### src/rtl/div_seq_pkg.sv
// Shared types and helpers for the iterative 32-bit divide sequencer.
// Holds the FSM state encoding and the two's-complement magnitude/negate helpers.
package div_seq_pkg;

    typedef enum logic [1:0] {
        DIV_FREE = 2'b00,
        DIV_ZERO = 2'b01,
        DIV_ON   = 2'b10,
        DIV_END  = 2'b11
    } div_state_t;

    localparam logic [4:0] DIV_LAST_STEP = 5'd31;

    function automatic logic [31:0] negate32(input logic [31:0] value);
        return ~value + 32'd1;
    endfunction

    function automatic logic [31:0] magnitude(input logic is_signed, input logic [31:0] value);
        return (is_signed && value[31]) ? negate32(value) : value;
    endfunction

endpackage

### src/rtl/div_step.sv
// One restoring-division step: trial-subtract the divisor from the shifted
// partial remainder and shift the next quotient bit in, MSB first.
module div_step (
    input  logic [31:0] rem,
    input  logic [31:0] quo,
    input  logic [31:0] divisor,
    output logic [31:0] rem_next,
    output logic [31:0] quo_next
);

    logic [32:0] diff;

    always_comb begin
        diff = {rem, quo[31]} - {1'b0, divisor};
        if (diff[32]) begin
            rem_next = {rem[30:0], quo[31]};
            quo_next = {quo[30:0], 1'b0};
        end else begin
            rem_next = diff[31:0];
            quo_next = {quo[30:0], 1'b1};
        end
    end

endmodule

### src/rtl/div_seq.sv
// Multi-cycle DIV/DIVU sequencer for EX: latches operands on start, runs 32
// restoring steps, applies sign correction and holds {remainder, quotient} with ready.
module div_seq
    import div_seq_pkg::*;
(
    input  logic        clk,
    input  logic        rst,
    input  logic        start_i,
    input  logic        annul_i,
    input  logic        signed_div_i,
    input  logic [31:0] opdata1_i,
    input  logic [31:0] opdata2_i,
    output logic [63:0] result_o,
    output logic        ready_o,
    output logic        busy_o
);

    div_state_t  state, state_next;
    logic [4:0]  cnt;
    logic [31:0] rem, quo, divisor;
    logic [31:0] rem_next, quo_next;
    logic        op_signed, dividend_neg, divisor_neg;

    div_step u_step (
        .rem      (rem),
        .quo      (quo),
        .divisor  (divisor),
        .rem_next (rem_next),
        .quo_next (quo_next)
    );

    always_ff @(posedge clk) begin
        if (rst) state <= DIV_FREE;
        else     state <= state_next;
    end

    always_comb begin
        state_next = state;
        case (state)
            DIV_FREE:
                if (start_i && !annul_i)
                    state_next = (opdata2_i == '0) ? DIV_ZERO : DIV_ON;
            DIV_ZERO:
                state_next = DIV_END;
            DIV_ON:
                if (annul_i || !start_i)        state_next = DIV_FREE;
                else if (cnt == DIV_LAST_STEP)  state_next = DIV_END;
            DIV_END:
                if (!start_i) state_next = DIV_FREE;
            default:
                state_next = DIV_FREE;
        endcase
    end

    assign busy_o = (state == DIV_ZERO) || (state == DIV_ON);

    always_ff @(posedge clk) begin
        if (rst) begin
            cnt          <= '0;
            rem          <= '0;
            quo          <= '0;
            divisor      <= '0;
            op_signed    <= 1'b0;
            dividend_neg <= 1'b0;
            divisor_neg  <= 1'b0;
            result_o     <= '0;
            ready_o      <= 1'b0;
        end else begin
            case (state)
                DIV_FREE: begin
                    result_o <= '0;
                    ready_o  <= 1'b0;
                    if (start_i && !annul_i) begin
                        op_signed    <= signed_div_i;
                        dividend_neg <= opdata1_i[31];
                        divisor_neg  <= opdata2_i[31];
                        cnt          <= '0;
                        rem          <= '0;
                        quo          <= magnitude(signed_div_i, opdata1_i);
                        divisor      <= magnitude(signed_div_i, opdata2_i);
                    end
                end
                DIV_ZERO: begin
                    rem <= '0;
                    quo <= '0;
                end
                DIV_ON: begin
                    if (start_i && !annul_i) begin
                        cnt <= cnt + 5'd1;
                        // Sign correction is folded into the final step so DIV_END only publishes.
                        if (cnt == DIV_LAST_STEP) begin
                            quo <= (op_signed && (dividend_neg != divisor_neg)) ? negate32(quo_next) : quo_next;
                            rem <= (op_signed && dividend_neg) ? negate32(rem_next) : rem_next;
                        end else begin
                            quo <= quo_next;
                            rem <= rem_next;
                        end
                    end
                end
                DIV_END: begin
                    if (start_i) begin
                        result_o <= {rem, quo};
                        ready_o  <= 1'b1;
                    end else begin
                        result_o <= '0;
                        ready_o  <= 1'b0;
                    end
                end
                default: begin
                    result_o <= '0;
                    ready_o  <= 1'b0;
                end
            endcase
        end
    end

endmodule

### config.mk
export PLATFORM = sky130hd
export DESIGN_NAME = div_seq
export DESIGN_NICKNAME = d
export VERILOG_FILES = /design/src/rtl/div_seq_pkg.sv /design/src/rtl/div_step.sv /design/src/rtl/div_seq.sv
export SDC_FILE = /design/constraint.sdc
export NUM_CORES = 1
export LEC_CHECK = 0
export CORE_MARGIN = 2
export CORE_UTILIZATION = 51
export CTS_BUF_LIST = sky130_fd_sc_hd__clkbuf_8
export CTS_CLUSTER_DIAMETER = 200
export DETAILED_ROUTE_END_ITERATION = 7
export DONT_BUFFER_PORTS = 1
export GPL_TIMING_DRIVEN = 1
export PLACE_DENSITY_LB_ADDON = 0.25
export SLEW_MARGIN = 20
export SYNTH_ARGS = -nofsm -noshare
export SYNTH_HDL_FRONTEND = slang
export SYNTH_HIERARCHICAL = 1
export SYNTH_SLANG_ARGS = --single-unit
### constraint.sdc
create_clock -name clk -period 10.54 [get_ports clk]
set_clock_uncertainty 0.15 [all_clocks]
set_input_delay 1.581 -clock clk [delete_from_list [all_inputs] [get_ports clk]]
set_output_delay 1.581 -clock clk [all_outputs]
set_load 0.02 [all_outputs]
==> impl_metrics.toml, run 1 <==
[worst_setup_path]
cpMaxStageDelayCell = "nor4_1"
critPathMaxFanout = 27
arrival_ps = 6080
critPathTopFamily = "simple AND/OR/NAND/NOR gates"
endpoint_kind = "register"
critPathRequiredTime_ps = 10730
critPathLaunchType = "register"
reg2reg_from = "quo[31]$_SDFFE_PP0P_"
r2r-end = "rem[22]$_SDFFE_PP0P_"
max_stage_delay_ps = 900
r2r_cells = 18
critPathKind = "reg -> reg"
path_buf_inv = 2
cp_cell_sequence = "inv_1, ha_1, fa_1, and2b_1, o2111ai_2, a21oi_2, o211ai_2, a211oi_4, nor2_4, mux2i_4, and2_4, inv_8, mux2_2, nor4_1, nand3_1, o41ai_1, xor2_1, o21ai_0"
reg2reg_slack_ps = 4650

[grt]
grt_max_degree = 152
grt_pass1_wl_um = 57700
track_usage_pct = 27.4
gr-total-overflow = 0
grt_pass1_vias = 10564
antenna_found_initial = 0

[worst_hold_path]
holdPathEnd = "divisor[0]$_SDFFE_PP0P_"
hold_depth = 2
hold_start = "divisor[0]$_SDFFE_PP0P_"
hold_path_class = "reg -> reg"

[clock_tree]
post-cts-setup-buffers = 0
cts.htree.levels = 4
cts_buffers = 17
hold_buffers = 0
path_clk_slew_ps = 90
clock_sinks = 171
clk_latency_ps = 470
root_buffer = "clkbuf_8"
cts_tree = "built"
cts_resized = 0
cts.path.max_buffers = 2

[detailed_routing]
drc = 0
drt-wirelength-per-cell_um = 19.7
via_per_inst = 6.45
first_pass_iters = 6
vias = 11700
first_iter_violations = 1209
totalWireLength_um = 35700
postRouteAntennaNets = 0

[synth]
ys_async_sr_fraction_pct = 0
synth_top_cell_by_area = "dfxtp_1"
synth_area_leaders = "dfxtp_1 (28%), nor2_1 (5.8%), a22oi_1 (4.4%)"
synth_ff_type = "dfxtp_1"
synth-seq-cells = 171
ys_types = 81
synth_nets = 1701
synth_top_cell_area_share_pct = 27.7
yosysSeqAreaShare_pct = 27.7
syn_avg_cell_area_um2 = 7.78
postSynthCellCount = 1588
synth_warnings = 6
synth_enable_flop_cells = 0
synth_area_um2 = 12400

[floorplanning]
die_area_um2 = 25500
fp.dieW_um = 160
die_h_um = 160
core-area_um2 = 23600
ios = 135
num_rows = 56
start_util_pct = 52.3

[layout]
final_cell_count_no_fill = 1813
nNetsFinal = 1595
layout_common_cells = "nor2_1 (189), dfxtp_1 (171), nand2_1 (96)"
diodes = 0
multi_input_area_um2 = 8030
syn_to_final_growth_pct = 1.91
fillers = 2291
mostFrequentLayoutCell = "nor2_1"
drive_gt1_share_pct = 6.63
seqCellArea_um2 = 3420

[sta]
relSlewSlack_pct = 27.6
layout_setup_ws_ps = 4650
worstMarginPinSlew_ps = 1090
min_period_over_period_pct = 55.9
finalSetupViolations = 0
setup_tns_ps = 0
post-route-min-period_ps = 5890
finalHoldViolCount = 0
rsz0062_at_grt = "false"
drv_slew = 0
max_freq_ghz = 0.170

[status]
status = "finished clean"

[power]
ir_drop_uv = 153
p_per_area_nw_per_um2 = 202
p_leak_nw = 4.58

[placed_design]
pre_cts_slack_ps = 4810
routabilityCongestion = 0.921
hpwl_um = 26100
portBuffers = 0
dp.cells = 1782

[job]
maxCapViolations = 0
[tightest hold or removal path, delay by kind of cell, from the launching register on]
| family | cells | cell delay (ps) |
|---|---|---|
| simple gates | 1 | 50 |
| flops | 1 | 320 |
| compound gates | 1 | 50 |
[Yosys cell counts (all sizes together) (45+ instances only)]
cell type,instances
nor2,191
xnor2,45
nor3,66
dfxtp,171
o21ai,76
buf,45
inv,61
a21oi,65
a22oi,73
xor2,50
nand2,96
clkbuf,94
[sequential cells by signal, indices dropped and copies added (netlist names), 2 cells and up]
register and cells:
cnt 5, divisor 32, quo 32, rem 32, result_o 64, state 2
[worst max path at each step]
stage | startpoint | endpoint | cells after the start
detailed placement | quo[31]$_SDFFE_PP0P_ | rem[22]$_SDFFE_PP0P_ | 18
CTS | quo[31]$_SDFFE_PP0P_ | rem[22]$_SDFFE_PP0P_ | 18
finish | quo[31]$_SDFFE_PP0P_ | rem[22]$_SDFFE_PP0P_ | 18
floorplan | quo[31]$_SDFFE_PP0P_ | rem[28]$_SDFFE_PP0P_ | 20
global route | quo[31]$_SDFFE_PP0P_ | rem[26]$_SDFFE_PP0P_ | 18
global placement | quo[31]$_SDFFE_PP0P_ | rem[22]$_SDFFE_PP0P_ | 18
[cells by family after synthesis]
kind of cell / count (synthesis) / synth area share (%)
AO/OA/AOI/OAI: 441 / 24.9
XOR/XNOR: 95 / 6.73
adder cells (fa/ha/maj): 44 / 4.52
buffers and inverters: 201 / 7.53
flip-flops: 171 / 27.7
multiplexers: 46 / 4.66
AND/OR/NAND/NOR: 590 / 23.9
[through the flow]
| stage | utilization (%) | hold slack (ps) | instance area, um^2 | power [mW] |
|---|---|---|---|---|
| 2_1_floorplan | - | 290 | 12400 | 1.82 |
| 3_3_place_gp | 51.6 | 298 | 12200 | 2.05 |
| 3_5_place_dp | 51.6 | 299 | 12200 | 2.05 |
| 4_1_cts | 53.3 | 311 | 12600 | 2.52 |
| 5_1_grt | 53.3 | 351 | 12600 | 2.71 |
| 6_report | 53.3 | 315 | 12600 | 2.54 |
[report_power, final]
group | switching, mW | internal [mW]
Sequential | 0.118 | 0.720
Clock | 0.256 | 0.218
Combinational | 0.810 | 0.420
Total | 1.18 | 1.36
[cell type report]
cell class | count | area share (%)
repair buffers | 14 | 0.835
inverters | 62 | 1.91
flip-flops and latches | 171 | 27.2
multi-input cells | 1216 | 63.8
clock buffers | 18 | 1.97
well taps | 319 | 3.17
clock inverters | 13 | 1.14
[routing by layer]
| metal | up-vias | wire (um) | track usage (%) |
|---|---|---|---|
| met5 | - | 0 | 0 |
| met4 | 0 | 592 | 7.27 |
| met3 | 45 | 3830 | 7.51 |
| met2 | 537 | 14400 | 38.6 |
| met1 | 5471 | 16900 | 40.7 |
| li1 | 5647 | - | - |
(Power assumes the default switching activity.)
==> run 2, diff against run 1 <==
- clock period: 10.54 -> 4.75 ns (I/O delays scaled with it)
==> impl_metrics.toml, run 2 (synthesis results as in run 1) <==
[status]
status = "finished clean"

[grt]
grt_pass1_wl_um = 57800
track_usage_pct = 27.6
antenna_found_initial = 0
grt_pass1_vias = 10533
grt_max_degree = 152
gr-total-overflow = 0

[sta]
max_freq_ghz = 0.213
drv_slew = 0
post-route-min-period_ps = 4690
finalHoldViolCount = 0
min_period_over_period_pct = 98.7
worstMarginPinSlew_ps = 1010
relSlewSlack_pct = 32.5
finalSetupViolations = 0

[clock_tree]
clk_latency_ps = 480
cts_tree = "built"
clock_sinks = 171
hold_buffers = 0
cts.path.max_buffers = 2
cts_buffers = 17
cts.htree.levels = 4
path_clk_slew_ps = 110
root_buffer = "clkbuf_8"

[worst_setup_path]
critPathMaxFanout = 5
max_stage_delay_ps = 570
reg2reg_from = "quo[31]$_SDFFE_PP0P_"
arrival_ps = 4900
critPathLaunch = "quo[31]$_SDFFE_PP0P_"
cp_cell_sequence = "inv_1, ha_1, fa_2, and2b_1, o2111ai_2, a21oi_2, o211ai_2, a211oi_4, nor2_4, mux2i_4, and2_4, inv_12, mux2_4, or4_4, or3_4, o31ai_4, xor2_1, o21ai_1"
endpoint_kind = "register"
critPathTopFamily = "simple AND/OR/NAND/NOR gates"
critPathLaunchType = "register"
path_buf_inv = 2
critPathRequiredTime_ps = 4960
critPathKind = "reg -> reg"
cpMaxStageDelayCell = "or4_4"

[detailed_routing]
first_pass_iters = 5
vias = 11863
drc = 0
totalWireLength_um = 36800
drt-wirelength-per-cell_um = 19.7
first_iter_violations = 1396
postRouteAntennaNets = 0
via_per_inst = 6.35

[worst_hold_path]
hold_start = "rst"
hold_path_class = "in -> reg"

[floorplanning]
die_area_um2 = 25500
fp.dieW_um = 160
num_rows = 56
ios = 135
core-area_um2 = 23600
start_util_pct = 52.3
die_h_um = 160

[power]
power_mw = 5.97
p_leak_nw = 4.89
ir_drop_uv = 416
p_per_area_nw_per_um2 = 455

[placed_design]
hpwl_um = 26900
place_area_um2 = 12500
portBuffers = 0
routabilityCongestion = 0.962

[layout]
largest_register_ffs = 64
drive_gt1_share_pct = 10.9
syn_to_final_growth_pct = 6.27
regMostFlops = "result_o"
diodes = 0
design_area_um2 = 13100
mostFrequentLayoutCell = "nor2_1"
layout_common_cells = "nor2_1 (189), dfxtp_1 (170), nand2_1 (96)"
nNetsFinal = 1648
fillers = 2215

[job]
maxCapViolations = 0
-- run 2: report_power, final --
part / leakage, nW / switching, mW / internal [mW]
Combinational: 3.31 / 1.97 / 1.14
Sequential: 1.39 / 0.256 / 1.60
Clock: 0.191 / 0.616 / 0.384
-- run 2: final cells by class --
cell class / count / area, um^2 / share of cell area, %
Sequential cell: 171 / 3420 / 26.1
Tap cell: 319 / 399 / 3.04
Clock inverter: 15 / 139 / 1.06
Multi-Input combinational cell: 1216 / 8160 / 62.2
Inverter: 62 / 245 / 1.87
Timing Repair Buffer: 65 / 508 / 3.87
Timing Repair inverter: 2 / 17.5 / 0.133
Clock buffer: 17 / 234 / 1.78
-- run 2: what timing repair did --
item	4_1_cts	5_1_grt
pin swaps	3	6
cloned	0	2
endpoints found under the setup margin	5	18
setup buffers	2	8
resized for setup	3	22
-- run 2: worst paths after layout --
kind	depth (start not counted)	to	slack, ps
setup / recovery	18	rem[14]$_SDFFE_PP0P_	60
setup reg to reg	18	rem[14]$_SDFFE_PP0P_	60
hold reg to reg	2	divisor[0]$_SDFFE_PP0P_	320
hold / removal	1	result_o[30]$_SDFFE_PP0P_	150
-- run 2: metal layers --
metal,up-vias,wire (um),GRT usage [%]
met5,-,0,0
met3,34,3650,6.81
met1,5579,17300,41.5
met2,506,15500,39.6
met4,0,415,5.66
li1,5744,-,-
-- run 2: per-stage QoR --
stage	setup WS (ps)	hold slack [ps]	utilization, %	TNS, ps	std cells
6_report	59.8	151	55.6	0	1867
5_1_grt	-56.3	103	55.6	-84.5	1867
4_1_cts	10.5	127	54.7	0	1857
3_5_place_dp	-60.9	306	53.0	-83.9	1823
3_3_place_gp	24.8	305	53.0	0	1823
2_1_floorplan	-21.5	290	-	-21.5	1588
==> run 3, diff against run 2 <==
- CTS_CLUSTER_DIAMETER: 200 -> 60
- SYNTH_HIERARCHICAL: 1 -> default
==> impl_metrics.toml, run 3 <==
[status]
status = "finished clean"

[layout]
diodes = 0
regMostFlops = "result_o"
syn_to_final_growth_pct = 5.14
mostFrequentLayoutCell = "nor2_1"
layout_common_cells = "nor2_1 (220), dfxtp_1 (171), nand2_1 (122)"
drive_gt1_share_pct = 7.12
nNetsFinal = 1589
post-route-util_pct = 54.6
largest_register_ffs = 64

[floorplanning]
ios = 135
fp.dieW_um = 156
start_util_pct = 51.9
die_area_um2 = 24300
core-area_um2 = 22600
die_h_um = 156
num_rows = 55

[detailed_routing]
first_pass_iters = 5
postRouteAntennaNets = 0
vias = 10956
first_iter_violations = 1147
totalWireLength_um = 32600
drt-wirelength-per-cell_um = 18.4
drc = 0
via_per_inst = 6.18

[clock_tree]
hold_buffers = 0
cts_buffers = 17
clock_sinks = 171
post-cts-setup-buffers = 0
path_clk_slew_ps = 110
cts.path.max_buffers = 2
cts_resized = 0
root_buffer = "clkbuf_8"
clk_latency_ps = 480
cts.htree.levels = 4
cts_tree = "built"

[synth]
yosysSeqAreaShare_pct = 29.1
synth_area_leaders = "dfxtp_1 (29%), nor2_1 (7.0%), xnor2_1 (5.8%)"
synth_top_cell_by_area = "dfxtp_1"
synth_warnings = 0
synth_enable_flop_cells = 0
synth_common_cells = "nor2_1 (220), dfxtp_1 (171), nand2_1 (122)"
synth_top_cell_area_share_pct = 29.1
syn_avg_cell_area_um2 = 7.73
synth_nets = 1634
synth_area_um2 = 11800
ys_async_sr_fraction_pct = 0
postSynthCellCount = 1521
synth_ff_type = "dfxtp_1"
synth_most_common_cell = "nor2_1"
ys_types = 81
synth-seq-cells = 171

[grt]
antenna_found_initial = 0
grt_pass1_vias = 10145
grt_max_degree = 155
grt_pass1_wl_um = 53000
gr-total-overflow = 0
track_usage_pct = 26.8

[sta]
relSlewSlack_pct = 33.7
finalSetupViolations = 0
post-route-min-period_ps = 4500
min_period_over_period_pct = 94.7
worstMarginPinSlew_ps = 994
rsz0062_at_grt = "false"
setup_tns_ps = 0
max_freq_ghz = 0.222
drv_slew = 0
finalHoldViolCount = 0

[worst_setup_path]
critPathMaxFanout = 7
endpoint_kind = "register"
critPathKind = "reg -> reg"
critPathRequiredTime_ps = 4970
critPathLaunchType = "register"
arrival_ps = 4720

[placed_design]
portBuffers = 0
routabilityCongestion = 0.929
hpwl_um = 23700

[worst_hold_path]
hold_path_class = "in -> reg"

[power]
ir_drop_uv = 278
p_per_area_nw_per_um2 = 456
p_leak_nw = 4.66

[job]
maxCapViolations = 0
[run 3: area by class of cell]
type,count,area (um^2)
multi-input cells,1191,7660
clock buffers,19,262
clock inverters,13,178
fillers,2188,10300
inverters,62,233
repair buffers,33,251
flip-flops and latches,171,3420
well taps,285,357
[run 3: metrics by stage]
step / worst slack, ps / power [mW] / hold WS [ps] / std cells / area, um^2
finish: 250 / 5.64 / 146 / 1774 / 12400
global route: 15.5 / 6.02 / 120 / 1774 / 12400
CTS: 230 / 5.60 / 124 / 1774 / 12400
detailed placement: 272 / 4.44 / 294 / 1742 / 11900
global placement: 426 / 4.42 / 289 / 1742 / 11900
floorplan: 30.7 / 3.85 / 282 / 1521 / 11800
[run 3: logic make-up after synthesis]
kind of cell	count (synthesis)	share of synthesized area (%)
and+or+nand+nor	521	20.2
AOI/OAI and AO/OA	450	26.1
DFF	171	29.1
buffers and inverters	159	6.08
xor gates and xnor gates	136	10.2
adders and majority gates	44	4.75
muxes	40	3.50
[run 3: worst paths after layout]
kind	start	endpoint	slack (ps)	depth (start not counted)
min	rst	divisor[23]$_SDFFE_PP0P_	150	1
min reg2reg	divisor[20]$_SDFFE_PP0P_	divisor[20]$_SDFFE_PP0P_	310	2
max reg2reg	divisor[7]$_SDFFE_PP0P_	rem[30]$_SDFFE_PP0P_	250	17
max	divisor[7]$_SDFFE_PP0P_	rem[30]$_SDFFE_PP0P_	250	17
[run 3: where the power goes]
part / switching, mW / total [mW] / internal [mW]
sequential: 0.206 / 1.81 / 1.60
combinational: 1.72 / 2.66 / 0.940
clock: 0.605 / 1.17 / 0.561
total: 2.53 / 5.64 / 3.10
[run 3: worst max-delay path, cell delays in order, from the launching register on]
cell	delay, ps
dfxtp_1	340
inv_1	40
ha_1	360
a21oi_1	330
nand2_1	160
o21ai_1	360
o21ai_2	150
a221oi_2	460
xnor2_4	190
inv_2	110
a21oi_1	210
ha_2	270
nand4_1	100
mux2_2	310
a2111oi_0	440
nand4b_1	180
mux2i_1	180
nand2_1	70
[run 3: per-layer routing]
metal	GRT usage (%)	wire [um]
met1	38.9	15500
met2	40.8	14000
met3	5.64	2660
met4	6.20	445
met5	0	0
